$ cat src/rtl/anabellek_hakemi_pkg.sv
// Shared types and constants for the instruction/data cache memory arbiter.
// Optional starvation guard is selected with the ACLIK_SAYACI_EN macro.
package anabellek_hakemi_pkg;

  localparam int BLOK_W  = 128;
  localparam int OFSET_W = 4;
  localparam int ADRES_W = 32;

  typedef enum logic [1:0] {
    BOSTA        = 2'd0,
    VERI_ISLEM   = 2'd1,
    BUYRUK_ISLEM = 2'd2
  } durum_e;

  // Clears the byte offset inside a cache block so the burst starts block-aligned.
  function automatic logic [ADRES_W-1:0] blok_hizala(input logic [ADRES_W-1:0] adres);
    return adres & {{(ADRES_W-OFSET_W){1'b1}}, {OFSET_W{1'b0}}};
  endfunction

endpackage

$ cat src/rtl/anabellek_hakemi_aclik_sayaci.sv
// Starvation counter: counts data grants made while an instruction request waits.
// Only instantiated when ACLIK_SAYACI_EN is defined.
module aclik_sayaci #(
  parameter int ACLIK_ESIK = 4
) (
  input  logic clk_i,
  input  logic rst_i,
  input  logic bb_istek,
  input  logic veri_kabul,
  input  logic buyruk_kabul,
  output logic esik_doldu
);

  localparam int SAYAC_W = $clog2(ACLIK_ESIK + 1);
  localparam logic [SAYAC_W-1:0] ESIK_DEGER = SAYAC_W'(ACLIK_ESIK);
  localparam logic [SAYAC_W-1:0] BIR        = SAYAC_W'(1);

  logic [SAYAC_W-1:0] sayac_r;

  // Saturating count of consecutive data grants while the instruction side is waiting
  always_ff @(posedge clk_i) begin
    if (rst_i) begin
      sayac_r <= {SAYAC_W{1'b0}};
    end else if (!bb_istek || buyruk_kabul) begin
      sayac_r <= {SAYAC_W{1'b0}};
    end else if (veri_kabul && (sayac_r != ESIK_DEGER)) begin
      sayac_r <= sayac_r + BIR;
    end else begin
      sayac_r <= sayac_r;
    end
  end

  assign esik_doldu = (sayac_r == ESIK_DEGER);

endmodule

$ cat src/rtl/anabellek_hakemi.sv
// Arbiter sharing one burst engine between the instruction and data caches.
// Define ACLIK_SAYACI_EN to compile in the instruction starvation guard (ACLIK_ESIK).
module anabellek_hakemi
  import anabellek_hakemi_pkg::*;
(
  input  logic               clk_i,
  input  logic               rst_i,
  input  logic               bb_istek_i,
  input  logic [ADRES_W-1:0] bb_adres_i,
  output logic               bb_kabul_o,
  output logic               bb_hazir_o,
  output logic [BLOK_W-1:0]  bb_veri_o,
  input  logic               vb_istek_i,
  input  logic               vb_yaz_i,
  input  logic [ADRES_W-1:0] vb_adres_i,
  input  logic [BLOK_W-1:0]  vb_veri_i,
  output logic               vb_kabul_o,
  output logic               vb_hazir_o,
  output logic [BLOK_W-1:0]  vb_veri_o,
  output logic               ab_istek_o,
  output logic               ab_yaz_o,
  output logic [ADRES_W-1:0] ab_adres_o,
  output logic [BLOK_W-1:0]  ab_veri_o,
  input  logic               ab_musait_i,
  input  logic               ab_bitti_i,
  input  logic [BLOK_W-1:0]  ab_veri_i
);

`ifdef ACLIK_SAYACI_EN
  parameter int ACLIK_ESIK = 4;
`endif

  durum_e durum_r;
  durum_e durum_next_s;
  logic   veri_kabul_s;
  logic   buyruk_kabul_s;
  logic   veri_bitti_s;
  logic   buyruk_bitti_s;
  logic   buyruk_oncelik_s;

`ifdef ACLIK_SAYACI_EN
  aclik_sayaci #(
    .ACLIK_ESIK (ACLIK_ESIK)
  ) u_aclik_sayaci (
    .clk_i        (clk_i),
    .rst_i        (rst_i),
    .bb_istek     (bb_istek_i),
    .veri_kabul   (veri_kabul_s),
    .buyruk_kabul (buyruk_kabul_s),
    .esik_doldu   (buyruk_oncelik_s)
  );
`else
  assign buyruk_oncelik_s = 1'b0;
`endif

  // Grant selection and burst completion decode
  always_comb begin
    durum_next_s   = durum_r;
    veri_kabul_s   = 1'b0;
    buyruk_kabul_s = 1'b0;
    veri_bitti_s   = 1'b0;
    buyruk_bitti_s = 1'b0;
    case (durum_r)
      BOSTA: begin
        // Data wins unless the starvation guard hands this slot to the instruction side
        if (ab_musait_i && vb_istek_i && !(bb_istek_i && buyruk_oncelik_s)) begin
          veri_kabul_s = 1'b1;
          durum_next_s = VERI_ISLEM;
        end else if (ab_musait_i && bb_istek_i) begin
          buyruk_kabul_s = 1'b1;
          durum_next_s   = BUYRUK_ISLEM;
        end else begin
          durum_next_s = BOSTA;
        end
      end
      VERI_ISLEM: begin
        if (ab_bitti_i) begin
          veri_bitti_s = 1'b1;
          durum_next_s = BOSTA;
        end else begin
          durum_next_s = VERI_ISLEM;
        end
      end
      BUYRUK_ISLEM: begin
        if (ab_bitti_i) begin
          buyruk_bitti_s = 1'b1;
          durum_next_s   = BOSTA;
        end else begin
          durum_next_s = BUYRUK_ISLEM;
        end
      end
      default: begin
        durum_next_s = BOSTA;
      end
    endcase
  end

  // State register
  always_ff @(posedge clk_i) begin
    if (rst_i) begin
      durum_r <= BOSTA;
    end else begin
      durum_r <= durum_next_s;
    end
  end

  // Registered handshakes; burst request fields hold from grant until the next grant
  always_ff @(posedge clk_i) begin
    if (rst_i) begin
      bb_kabul_o <= 1'b0;
      vb_kabul_o <= 1'b0;
      ab_istek_o <= 1'b0;
      bb_hazir_o <= 1'b0;
      vb_hazir_o <= 1'b0;
      ab_yaz_o   <= 1'b0;
      ab_adres_o <= {ADRES_W{1'b0}};
      ab_veri_o  <= {BLOK_W{1'b0}};
      bb_veri_o  <= {BLOK_W{1'b0}};
      vb_veri_o  <= {BLOK_W{1'b0}};
    end else begin
      bb_kabul_o <= buyruk_kabul_s;
      vb_kabul_o <= veri_kabul_s;
      ab_istek_o <= veri_kabul_s | buyruk_kabul_s;
      bb_hazir_o <= buyruk_bitti_s;
      vb_hazir_o <= veri_bitti_s;
      if (veri_kabul_s) begin
        ab_adres_o <= blok_hizala(vb_adres_i);
        ab_yaz_o   <= vb_yaz_i;
        ab_veri_o  <= vb_veri_i;
      end else if (buyruk_kabul_s) begin
        ab_adres_o <= blok_hizala(bb_adres_i);
        ab_yaz_o   <= 1'b0;
      end
      // ab_yaz_o still holds the flag of the burst that is finishing
      if (veri_bitti_s && !ab_yaz_o) begin
        vb_veri_o <= ab_veri_i;
      end
      if (buyruk_bitti_s) begin
        bb_veri_o <= ab_veri_i;
      end
    end
  end

endmodule

$ cat config.mk
export PLATFORM = sky130hd
export DESIGN_NAME = anabellek_hakemi
export DESIGN_NICKNAME = d
export VERILOG_FILES = /design/src/rtl/anabellek_hakemi_pkg.sv /design/src/rtl/anabellek_hakemi_aclik_sayaci.sv /design/src/rtl/anabellek_hakemi.sv
export SDC_FILE = /design/constraint.sdc
export NUM_CORES = 1
export LEC_CHECK = 0
export ABC_AREA = 1
export BUFFER_PORTS_ARGS = -buffer_cell sky130_fd_sc_hd__buf_2
export CAP_MARGIN = 20
export CORE_AREA = 2 2 289 291
export CTS_CLUSTER_DIAMETER = 150
export DETAILED_ROUTE_END_ITERATION = 16
export DIE_AREA = 0 0 291 293
export RECOVER_POWER = 100
export SLEW_MARGIN = 25
export SYNTH_ARGS = -nofsm -noshare
export SYNTH_HDL_FRONTEND = slang
export SYNTH_SLANG_ARGS = --single-unit
$ cat constraint.sdc
create_clock -name clk_i -period 1.2 [get_ports clk_i]
set_input_delay 0.24 -clock clk_i [delete_from_list [all_inputs] [get_ports clk_i]]
set_output_delay 0.24 -clock clk_i [all_outputs]
set_load 0.03 [all_outputs]
==> impl_results.md, run 1 <==
- Hold Crit Depth: 5
- Outcome: finished with violations
- Clock tree buffer depth: 3
- P_leak: around 12 nW
- Critical path depth in cells: 9
- Nets: ~3400
- Layout area overhead: 80.7%
- Pre-antenna DRT Iters: 5
- Number of port buffers: around 740
- Tmin final: roughly 1.5 ns
- Initial antenna violation count: 2
- Placed cells: between 3000 and 4000
- CP max-delay cell: dfxtp_2
- Core area: 0.0818 mm^2
- Mean Syn Cell Area: 7.74 um^2
- Global-route wire length before repair: 91.8 mm
- IO Pins: about 750
- Final ANT Viol Nets: 0
- Pwr per Cell Area: roughly 1400 mW/mm^2
- Bufs and invs on worst path: 5
- Row cnt: approximately 110
- Final worst slack: -0.295 ns
- GRT Resource Usage Total: 0.135
- Largest net degree at the start of global routing: 63
- Most used cell, CP: buf_12
- Clock share of power: 0.396
- Mapped Area: ~0.015 mm^2
- Synth top area share: 0.557
- Slew Viols, Final: 0
- Combinational share of power: 0.196
- FMAX: between 600 and 700 MHz
- Startpoint types: register
- Routed len/inst: approximately 16 um
- Worst clock skew: ~0.023 ns
- Worst EP arrival: 1.95 ns
- Clock Sinks: 420
- CP endpoint kind: register
- Net switching power: 10.7 mW
- Switching Fraction: 0.288
- Die Height: just under 300 um
- RSZ-0062 raised after global routing: true
- Reg2reg path depth: 9
- DR iter-0 viols: 860
- Synth area leaders: dfxtp_1 56%, nor2_1 14%, o21ai_0 11%
- Synth Warn #: 0
- Fillers: around 8300
- Vias in the first global route: 16600
- Register area share after synthesis: 0.557
- Clk_lat worst skew: around 0.58 ns
- Critical-path maximum fanout: 6
- Register bit total from synthesis: 420
- Clk pin slew, worst setup/hold paths: about 0.060 ns
- Final std cells w/o fill: 4151
- Netlist cell types: 22
- CTS tree: done
- Die X: roughly 290 um
- CTS Buf Count: 48
- Final Hold Fails: 0
- Via/cell ratio: 4.15
- RePlAce Congestion: roughly 0.86
- Total gr overflow: 0
- # DRC: 0
- Max incr delay on CP: roughly 0.36 ns
- Max cap viols: 0
- Failing checks: negative setup slack
- WL final: between 60 and 70 mm
- Worst Path Required: 1.66 ns
- Final Cycle Share: 1.25
- Layout cells sized above 1: 0.394
- Die Area: 0.0853 mm^2
- Setup WS pre-CTS: -0.316 ns
- Post-Synthesis Cells: between 1500 and 2000
- CP cell instances: inv_2, nor2_4, nand3_4, buf_12, buf_12, clkbuf_16, buf_6, o21ai_2, nor2_1
- P_int: about 26 mW
- Starting density of the core: 0.184
- CP Class: reg2reg
- Vias: 17200
- Final setup viols: roughly 840
- CP top delay family: buffers and inverters
- Htree depth: 2
- CTS root buffer: clkbuf_16
- Max VDD drop: ~0.88 mV
- Cell taking the most area after synthesis: dfxtp_1
- Reg power frac: 0.408
- DP HPWL: roughly 43 mm
- Hold WC Path Type: in2reg
## power by group through the flow
stage / logic, mW / registers (mW) / clock network, mW
detailed placement: 5.63 / 15.4 / 0
CTS: 6.63 / 15.1 / 15.1
finish: 7.28 / 15.1 / 14.7
global placement: 5.60 / 15.4 / 0
global route: 7.78 / 15.2 / 15.6
floorplan: 1.79 / 16.9 / 0
## synthesized netlist by cell type, drive strengths merged
cell,instances
nand3b,28
clkinv,1
a21oi,130
conb,1
nand2,91
o21ai,385
nor4,1
clkbuf,78
buf,73
nor2,574
inv,135
nand3,33
dfxtp,420
## per-stage QoR
step	utilization	total power, mW	area, um^2	setup TNS (ns)	hold WS [ns]
5_1_grt	0.333	38.6	27300	-189.40	0.0157
6_report	0.333	37.1	27300	-134.56	0.0479
2_1_floorplan	-	18.6	15100	0	0.351
4_1_cts	0.317	36.8	25900	-146.17	0.000715
3_3_place_gp	0.255	21.0	20900	-72.11	0.427
3_5_place_dp	0.255	21.0	20900	-78.61	0.430
## final cells by class
type                            count  area [um^2]  share of cell area
Antenna cell                        2         5.00            0.000183
Sequential cell                   420         8510               0.312
Timing Repair Buffer             1191         9180               0.336
Inverter                          136          547              0.0200
Clock buffer                       60         1290              0.0471
Multi-Input combinational cell   1247         6130               0.225
Tap cell                         1070         1340              0.0491
Timing Repair inverter              1         8.76            0.000321
Clock inverter                     24          273              0.0100
## worst register-to-register path, delay by kind of cell, from the launching register on
| kind | cells | cell delay (ns) |
|---|---|---|
| AOI/OAI and AO/OA | 1 | 0.09 |
| and+or+nand+nor | 3 | 0.27 |
| DFF | 1 | 0.36 |
| buffers and inverters | 5 | 0.68 |
## cells by family (layout without fill, tap and decap cells)
kind of cell / Yosys count / count (layout) / share of synthesized area
and+or+nand+nor: 727 / 728 / 0.192
buffers and inverters: 287 / 1412 / 0.0800
AOI/OAI and AO/OA: 515 / 515 / 0.171
other: 1 / 6 / 0.000248
DFF: 420 / 420 / 0.557
## timing repair
action | in CTS | in global routing
endpoints found under the setup margin | 833 | 836
gates cloned | 3 | 23
hold buffers | 277 | 0
pin swaps | 3 | 15
buffers inserted | 5 | 6
endpoints found under the hold margin | 390 | 0
gates resized for setup | 240 | 363
## sequential cells by signal, indices dropped and copies added, names as in the netlist
register	count
ab_adres_o	28
bb_kabul_o	1
bb_veri_o	128
vb_kabul_o	1
ab_istek_o	1
vb_veri_o	128
ab_yaz_o	1
vb_hazir_o	1
durum_r	2
ab_veri_o	128
bb_hazir_o	1
## final timing paths
check | start | end | slack [ns]
worst max-delay path | durum_r[0] | vb_veri_o[116] | -0.29
worst max register to register | durum_r[0] | vb_veri_o[116] | -0.29
worst min register to register | bb_veri_o[31] | bb_veri_o[31] | 0.44
worst min-delay path | vb_adres_i[7] | ab_adres_o[7] | 0.05
## cell usage in the layout, fill, tap and decap left out, types with 4 or more instances in the layout
cell and n:
nor2_4 4, clkinv_2 13, o21ai_0 166, conb_1 4
dfxtp_4 10, clkbuf_1 8, nand3_1 31, nor2_1 562
clkbuf_16 65, bufinv_16 5, buf_16 6, o21ai_4 4
dlygate4sd3_1 277, a21oi_1 129, nand2_2 6, nand2_4 4
nand3b_1 28, dfxtp_1 355, o21ai_1 93, buf_4 81
dfxtp_2 55, buf_8 10, o21ai_2 122, nand2_1 80
buf_12 27, buf_2 673, inv_1 132, buf_6 99
nor2_2 8, clkbuf_8 4
## routing by layer
metal / vias up / part of all wire / track usage
met5: - / 0 / 0
met4: 0 / 0.050 / 0.0698
met3: 172 / 0.067 / 0.0381
met2: 672 / 0.49 / 0.236
met1: 7957 / 0.40 / 0.149
li1: 8440 / - / -
Note: power is estimated with default switching activity, not from simulation.
==> run 2, diff against run 1 <==
--- a/config.mk
+++ b/config.mk
@@ -8,10 +8,10 @@
 export ABC_AREA = 1
 export BUFFER_PORTS_ARGS = -buffer_cell sky130_fd_sc_hd__buf_2
 export CAP_MARGIN = 20
-export CORE_AREA = 2 2 289 291
+export CORE_AREA = 2 2 294 296
 export CTS_CLUSTER_DIAMETER = 150
 export DETAILED_ROUTE_END_ITERATION = 16
-export DIE_AREA = 0 0 291 293
+export DIE_AREA = 0 0 296 298
 export RECOVER_POWER = 100
 export SLEW_MARGIN = 25
 export SYNTH_ARGS = -nofsm -noshare
==> run 2 against run 1 <==
Against the previous run: the run still ends with negative setup slack left; sequential power is essentially flat; first-iteration DRC count shrank 6.6%; sequential share of layout area shrank 0.90 points; critical path type unchanged; largest cell class unchanged; highest routed layer unchanged.
==> impl_results.md, run 2 (synthesis results as in run 1) <==
- CP top delay family: buffers and inverters
- Max cap viols: 0 (unchanged)
- CTS Buf Count: 48 (unchanged)
- FMAX: 689 MHz (+3.0%)
- Final Hold Fails: 0 (unchanged)
- Final instance area: 0.0286 mm^2 (+4.9%)
- Final setup viols: 833 (-0.24%)
- RePlAce Congestion: 0.842 (-2.6%)
- Critical-path maximum fanout: 14 (+8)
- Layout cells sized above 1: 0.425 (+0.0313)
- CP max-delay cell: dfxtp_4
- Outcome: finished with violations
- P_leak: 12.7 nW (+2.3%)
- WL final: 72.4 mm (+7.9%)
- RSZ-0062 raised after global routing: true
- Die Area: 0.0882 mm^2 (+3.5%)
- Most frequent cells in the layout: 554 x nor2_1, 542 x buf_2, 292 x dlygate4sd3_1
- Setup TNS: -117.34 ns (+17.22 ns)
- Clock share of power: 0.391 (-0.005)
- IO Pins: 749 (unchanged)
- Worst EP arrival: 1.95 ns (about the same)
- Reg power frac: 0.406 (-0.002)
- Slew Viols, Final: 0 (unchanged)
- Vias in the first global route: 17400 (+4.3%)
- Htree depth: 2 (unchanged)
- Tmin final: 1.45 ns (-0.0433 ns)
- Clk pin slew, worst setup/hold paths: 0.06 ns (about the same)
- Combinational share of power: 0.203 (+0.007)
- Clock Sinks: 420 (unchanged)
- Worst Path Required: 1.70 ns (+0.04 ns)
- CP Class: reg2reg
- Clk_lat worst skew: 0.58 ns (about the same)
- Die X: 296 um (+1.7%)
- Max incr delay on CP: 0.37 ns (about the same)
- Final Cycle Share: 1.21 (-0.0361)
- Nets: 3398 (+0.77%)
- Number of port buffers: 736 (unchanged)
- Pre-antenna DRT Iters: 6 (+1)
- Final worst slack: -0.251 ns (+0.0433 ns)
- Pwr per Cell Area: 1310 mW/mm^2 (-3.4%)
- Startpoint types: register
- Failing checks: negative setup slack
- # DRC: 0 (unchanged)
- Post-layout total power: 37.6 mW (+1.3%)
- Row cnt: 107 (+1.9%)
- Fillers: 8573 (+3.5%)
- Commonest non-fill, non-tap cell in the layout: nor2_1
- Via/cell ratio: 4.23 (+1.9%)
- Starting density of the core: 0.178 (-0.00659)
- Hold slack final: 0.0435 ns (-0.00440 ns)
- CP cell instances: nor2_4, buf_4, buf_6, buf_12, nand2_4, clkbuf_16, nand3b_1, nand2_1, nor2_1
- Setup WS pre-CTS: -0.351 ns (-0.0351 ns)
- Layout area overhead: 89.5%
- Worst clock skew: 0.0188 ns (-0.00392 ns)
- DP HPWL: 44.5 mm (+2.4%)
- CP endpoint kind: register
- Max VDD drop: 0.993 mV (+12%)
- CTS tree: done
- Largest net degree at the start of global routing: 48 (-24%)
- Vias: 18000 (+4.4%)
- Total gr overflow: 0 (unchanged)
- CTS root buffer: clkbuf_16
- Die Height: 298 um (+1.7%)
- Clock tree buffer depth: 3 (unchanged)
- P_int: 26.7 mW (+1.0%)
- Global-route wire length before repair: 96.4 mm (+5.0%)
- Final ANT Viol Nets: 0 (unchanged)
- Bufs and invs on worst path: 4 (-1)
- Switching Fraction: 0.290 (+0.00184)
- Post-DP Area: 0.0209 mm^2 (about the same)
- GRT Resource Usage Total: 0.138 (+0.00301)
- Initial antenna violation count: 6 (+4)
- Net switching power: 10.9 mW (+1.9%)
- DR iter-0 viols: 803 (-6.6%)
- Hold WC Path Type: in2reg
- Core area: 0.0849 mm^2 (+3.7%)
- Top flop regs: ab_veri_o x128, bb_veri_o x128, vb_veri_o x128
- Routed len/inst: 17.0 um (+5.2%)
-- run 2: changes by cell type in the layout (fill, tap and decap cells not counted), moves of 29 or more --
cell     before  now
dfxtp_1     355  224
buf_6        99  230
o21ai_2     122   69
buf_2       673  542
o21ai_1      93  169
dfxtp_2      55  188
o21ai_0     166  137
-- run 2: path summary, 6_finish.rpt --
kind,start,end,slack (ns),cells after the start
worst max register to register,durum_r[1],ab_adres_o[16],-0.25,9
worst min register to register,bb_veri_o[48],bb_veri_o[48],0.44,2
worst min-delay path,ab_veri_i[1],vb_veri_o[1],0.04,3
worst max-delay path,durum_r[1],ab_adres_o[16],-0.25,9
-- run 2: power groups by stage --
| stage | Sequential, mW | Combinational [mW] | Clock, mW |
|---|---|---|---|
| finish | 15.3 | 7.64 | 14.7 |
| global route | 15.3 | 8.15 | 15.6 |
| CTS | 15.2 | 6.87 | 15.1 |
| detailed placement | 15.4 | 5.61 | 0 |
| global placement | 15.4 | 5.59 | 0 |
| floorplan | 16.9 | 1.79 | 0 |
-- run 2: what timing repair did --
action                                 in CTS  in global routing
gates cloned                                4                 31
endpoints found under the hold margin     393                  0
setup endpoints to repair                 831                835
setup buffers                              12                 13
pin swaps                                   0                 16
hold buffers                              292                  0
resized for setup                         575                446
-- run 2: area by class of cell --
class / instances / area (um^2) / share of cell area
Antenna cell: 3 / 7.51 / 0.000262
Clock inverter: 18 / 151 / 0.00529
Timing Repair Buffer: 1218 / 10300 / 0.361
Inverter: 136 / 557 / 0.0195
Tap cell: 1144 / 1430 / 0.0500
Multi-Input combinational cell: 1246 / 6000 / 0.210
Timing Repair inverter: 1 / 16.3 / 0.000568
Sequential cell: 420 / 8670 / 0.303
Clock buffer: 70 / 1450 / 0.0505
-- run 2: metrics by stage --
stage | cells | util
detailed placement | 3814 | 0.246
CTS | 4209 | 0.318
global route | 4255 | 0.337
finish | 4256 | 0.337
global placement | 3814 | 0.246
floorplan | 1953 | -
-- run 2: routing by layer --
layer / share of wire / global-route usage
met3: 0.080 / 0.0369
met5: 0 / 0
met2: 0.49 / 0.243
met4: 0.050 / 0.0705
met1: 0.38 / 0.150
-- run 2: worst min-delay path: stages --
cell and delay, ns:
buf_2 0.14, o21ai_0 0.10, nor2_1 0.09
==> run 3, diff against run 2 <==
--- a/config.mk
+++ b/config.mk
@@ -17,3 +17,4 @@
 export SYNTH_ARGS = -nofsm -noshare
 export SYNTH_HDL_FRONTEND = slang
 export SYNTH_SLANG_ARGS = --single-unit
+export TNS_END_PERCENT = 1
==> constraint.sdc (replaced) <==
create_clock -name clk_i -period 1.2 [get_ports clk_i]
set_input_delay 0.24 -clock clk_i [delete_from_list [all_inputs] [get_ports clk_i]]
set_output_delay 0.24 -clock clk_i [all_outputs]
set_load 0.1 [all_outputs]
==> run 3 against run 2 <==
Against the previous run: the flow still finishes with violations (negative setup slack); setup slack lost 0.045 ns; clock power about the same; non-clock buffer count decreased by 33; sequential share of layout area is 3.2 points lower; clock skew shrank 0.0044 ns; register-to-register slack got worse by 0.04 ns; largest cell class unchanged.
==> impl_results.md, run 3 (synthesis results as in run 1) <==
- Tmin final: 1.50 ns (+0.0446 ns)
- Startpoint types: register
- Pwr per Cell Area: 1300 mW/mm^2 (-0.75%)
- Final Hold Fails: 0 (unchanged)
- Most frequent cells in the layout: 560 x nor2_1, 447 x buf_12, 376 x dfxtp_2
- Multi-input combinational cell area: 0.00600 mm^2 (about the same)
- Clk_lat worst skew: 0.59 ns (about the same)
- Pre-antenna DRT Iters: 6 (unchanged)
- # DRC: 0 (unchanged)
- Final setup viols: 832 (-0.12%)
- FMAX: 668 MHz (-3.0%)
- Fillers: 7964 (-7.1%)
- RSZ-0062 raised after global routing: true
- Final instance area: 0.0334 mm^2 (+17%)
- Final ANT Viol Nets: 0 (unchanged)
- Placed cells: 3822 (+0.21%)
- Die Area: 0.0882 mm^2 (unchanged)
- Top flop regs: ab_veri_o x128, bb_veri_o x128, vb_veri_o x128
- Post-DP Area: 0.0272 mm^2 (+31%)
- Final Cycle Share: 1.25 (+0.0372)
- Slew Viols, Final: 0 (unchanged)
- CP endpoint kind: register
- Max layer used: met4
- Worst Path Required: 1.67 ns (-0.03 ns)
- Worst clock skew: 0.0144 ns (-0.00441 ns)
- GRT Resource Usage Total: 0.148 (+0.00972)
- Vias: 17200 (-4.3%)
- Starting density of the core: 0.178 (unchanged)
- Clock tree buffer depth: 3 (unchanged)
- Nets: 3367 (-0.91%)
- Max cap viols: 0 (unchanged)
- FF/Latch Area: 0.00904 mm^2 (+4.3%)
- Clk pin slew, worst setup/hold paths: 0.06 ns (about the same)
- DP HPWL: 49.2 mm (+11%)
- Setup TNS: -119.95 ns (-2.61 ns)
- RePlAce Congestion: 0.854 (+1.5%)
- CP Class: reg2reg
- P_leak: 13.6 nW (+7.1%)
- Global-route wire length before repair: 101 mm (+4.8%)
- CTS Buf Count: 49 (+2.1%)
- DR WL met3: 6.00 mm (+3.1%)
- IO Pins: 749 (unchanged)
- Row cnt: 107 (unchanged)
- WL final: 70.3 mm (-2.9%)
- Commonest non-fill, non-tap cell in the layout: nor2_1
- Critical-path maximum fanout: 6 (-8)
- Die Height: 298 um (unchanged)
- DR iter-0 viols: 649 (-19%)
- WL met1: 26.7 mm (-4.2%)
- CTS root buffer: clkbuf_16
- Hold slack final: 0.0377 ns (-0.00580 ns)
- Outcome: finished with violations
- Worst EP arrival: 1.97 ns (+0.02 ns)
- Htree depth: 2 (unchanged)
- Layout area overhead: 121%
- Routed len/inst: 16.6 um (-2.2%)
- Hold WC Path Type: in2reg
- Number of port buffers: 736 (unchanged)
- Die X: 296 um (unchanged)
- Layout cells sized above 1: 0.492 (+0.0671)
- Core area: 0.0849 mm^2 (unchanged)
- Final std cells w/o fill: 4226 (-0.70%)
- Failing checks: negative setup slack
- Largest net degree at the start of global routing: 41 (-15%)
- Total gr overflow: 0 (unchanged)
- CTS tree: done
- Initial antenna violation count: 5 (-1)
- Vias in the first global route: 17600 (+1.2%)
- Final worst slack: -0.296 ns (-0.0446 ns)
- Max VDD drop: 1.09 mV (+9.9%)
- WL met2: 34.5 mm (-2.1%)
- Post-layout total power: 43.6 mW (+16%)
- Via/cell ratio: 4.08 (-3.6%)
- Clock Sinks: 420 (unchanged)
[run 3: cell types whose count changed in the layout (fill, tap and decap cells not counted), sizes merged, moves of 3 or more]
cell / delta
buf: -21
clkbuf: -15
clkinvlp: -6
clkinv: +4
inv: +3
[run 3: final timing paths]
kind | from | end | slack (ns) | cells past startpoint
worst max-delay path | durum_r[0] | vb_veri_o[114] | -0.30 | 9
worst min-delay path | vb_adres_i[12] | ab_adres_o[12] | 0.04 | 5
worst min register to register | bb_veri_o[26] | bb_veri_o[26] | 0.46 | 2
worst max register to register | durum_r[0] | vb_veri_o[114] | -0.30 | 9
[run 3: metal layers]
layer,track usage,up-vias
met5,0,-
met4,0.0701,0
met3,0.0491,188
met2,0.257,692
met1,0.160,7886
li1,-,8461
[run 3: what timing repair did]
| item | in CTS | in global routing |
|---|---|---|
| hold buffers | 294 | 0 |
| buffers inserted | 2 | 8 |
| hold endpoints to repair | 386 | 0 |
| pin swaps | 21 | 28 |
| gates cloned | 4 | 7 |
| endpoints found under the setup margin | 834 | 835 |
| gates resized for setup | 523 | 309 |
[run 3: per-stage QoR]
step	util	setup WS (ns)
floorplan	-	-0.111
global placement	0.321	-0.432
detailed placement	0.321	-0.484
CTS	0.384	-0.282
global route	0.394	-0.362
finish	0.394	-0.296
[run 3: where the power goes]
group          switching (mW)  total [mW]  internal (mW)
clock                    6.16        14.7           8.56
combinational            8.19        13.2           5.04
sequential              0.813        15.6           14.8
[run 3: layout make-up]
| class | count | area share |
|---|---|---|
| tap | 1144 | 0.0428 |
| timing repair inverter | 2 | 0.00139 |
| antenna | 5 | 0.000374 |
| multi-input combinational | 1246 | 0.180 |
| sequential | 420 | 0.271 |
| clock inverter | 20 | 0.00625 |
| timing repair buffer | 1185 | 0.442 |
| inverter | 136 | 0.0164 |
| clock buffer | 68 | 0.0406 |
[run 3: critical path, stage by stage, from the launching register on]
cell and delay (ns):
dfxtp_2 0.35, inv_2 0.06, nor2_4 0.13, nand3_4 0.11, buf_12 0.16, buf_12 0.14
buf_12 0.13, buf_4 0.13, o21ai_2 0.09, nor2_1 0.04
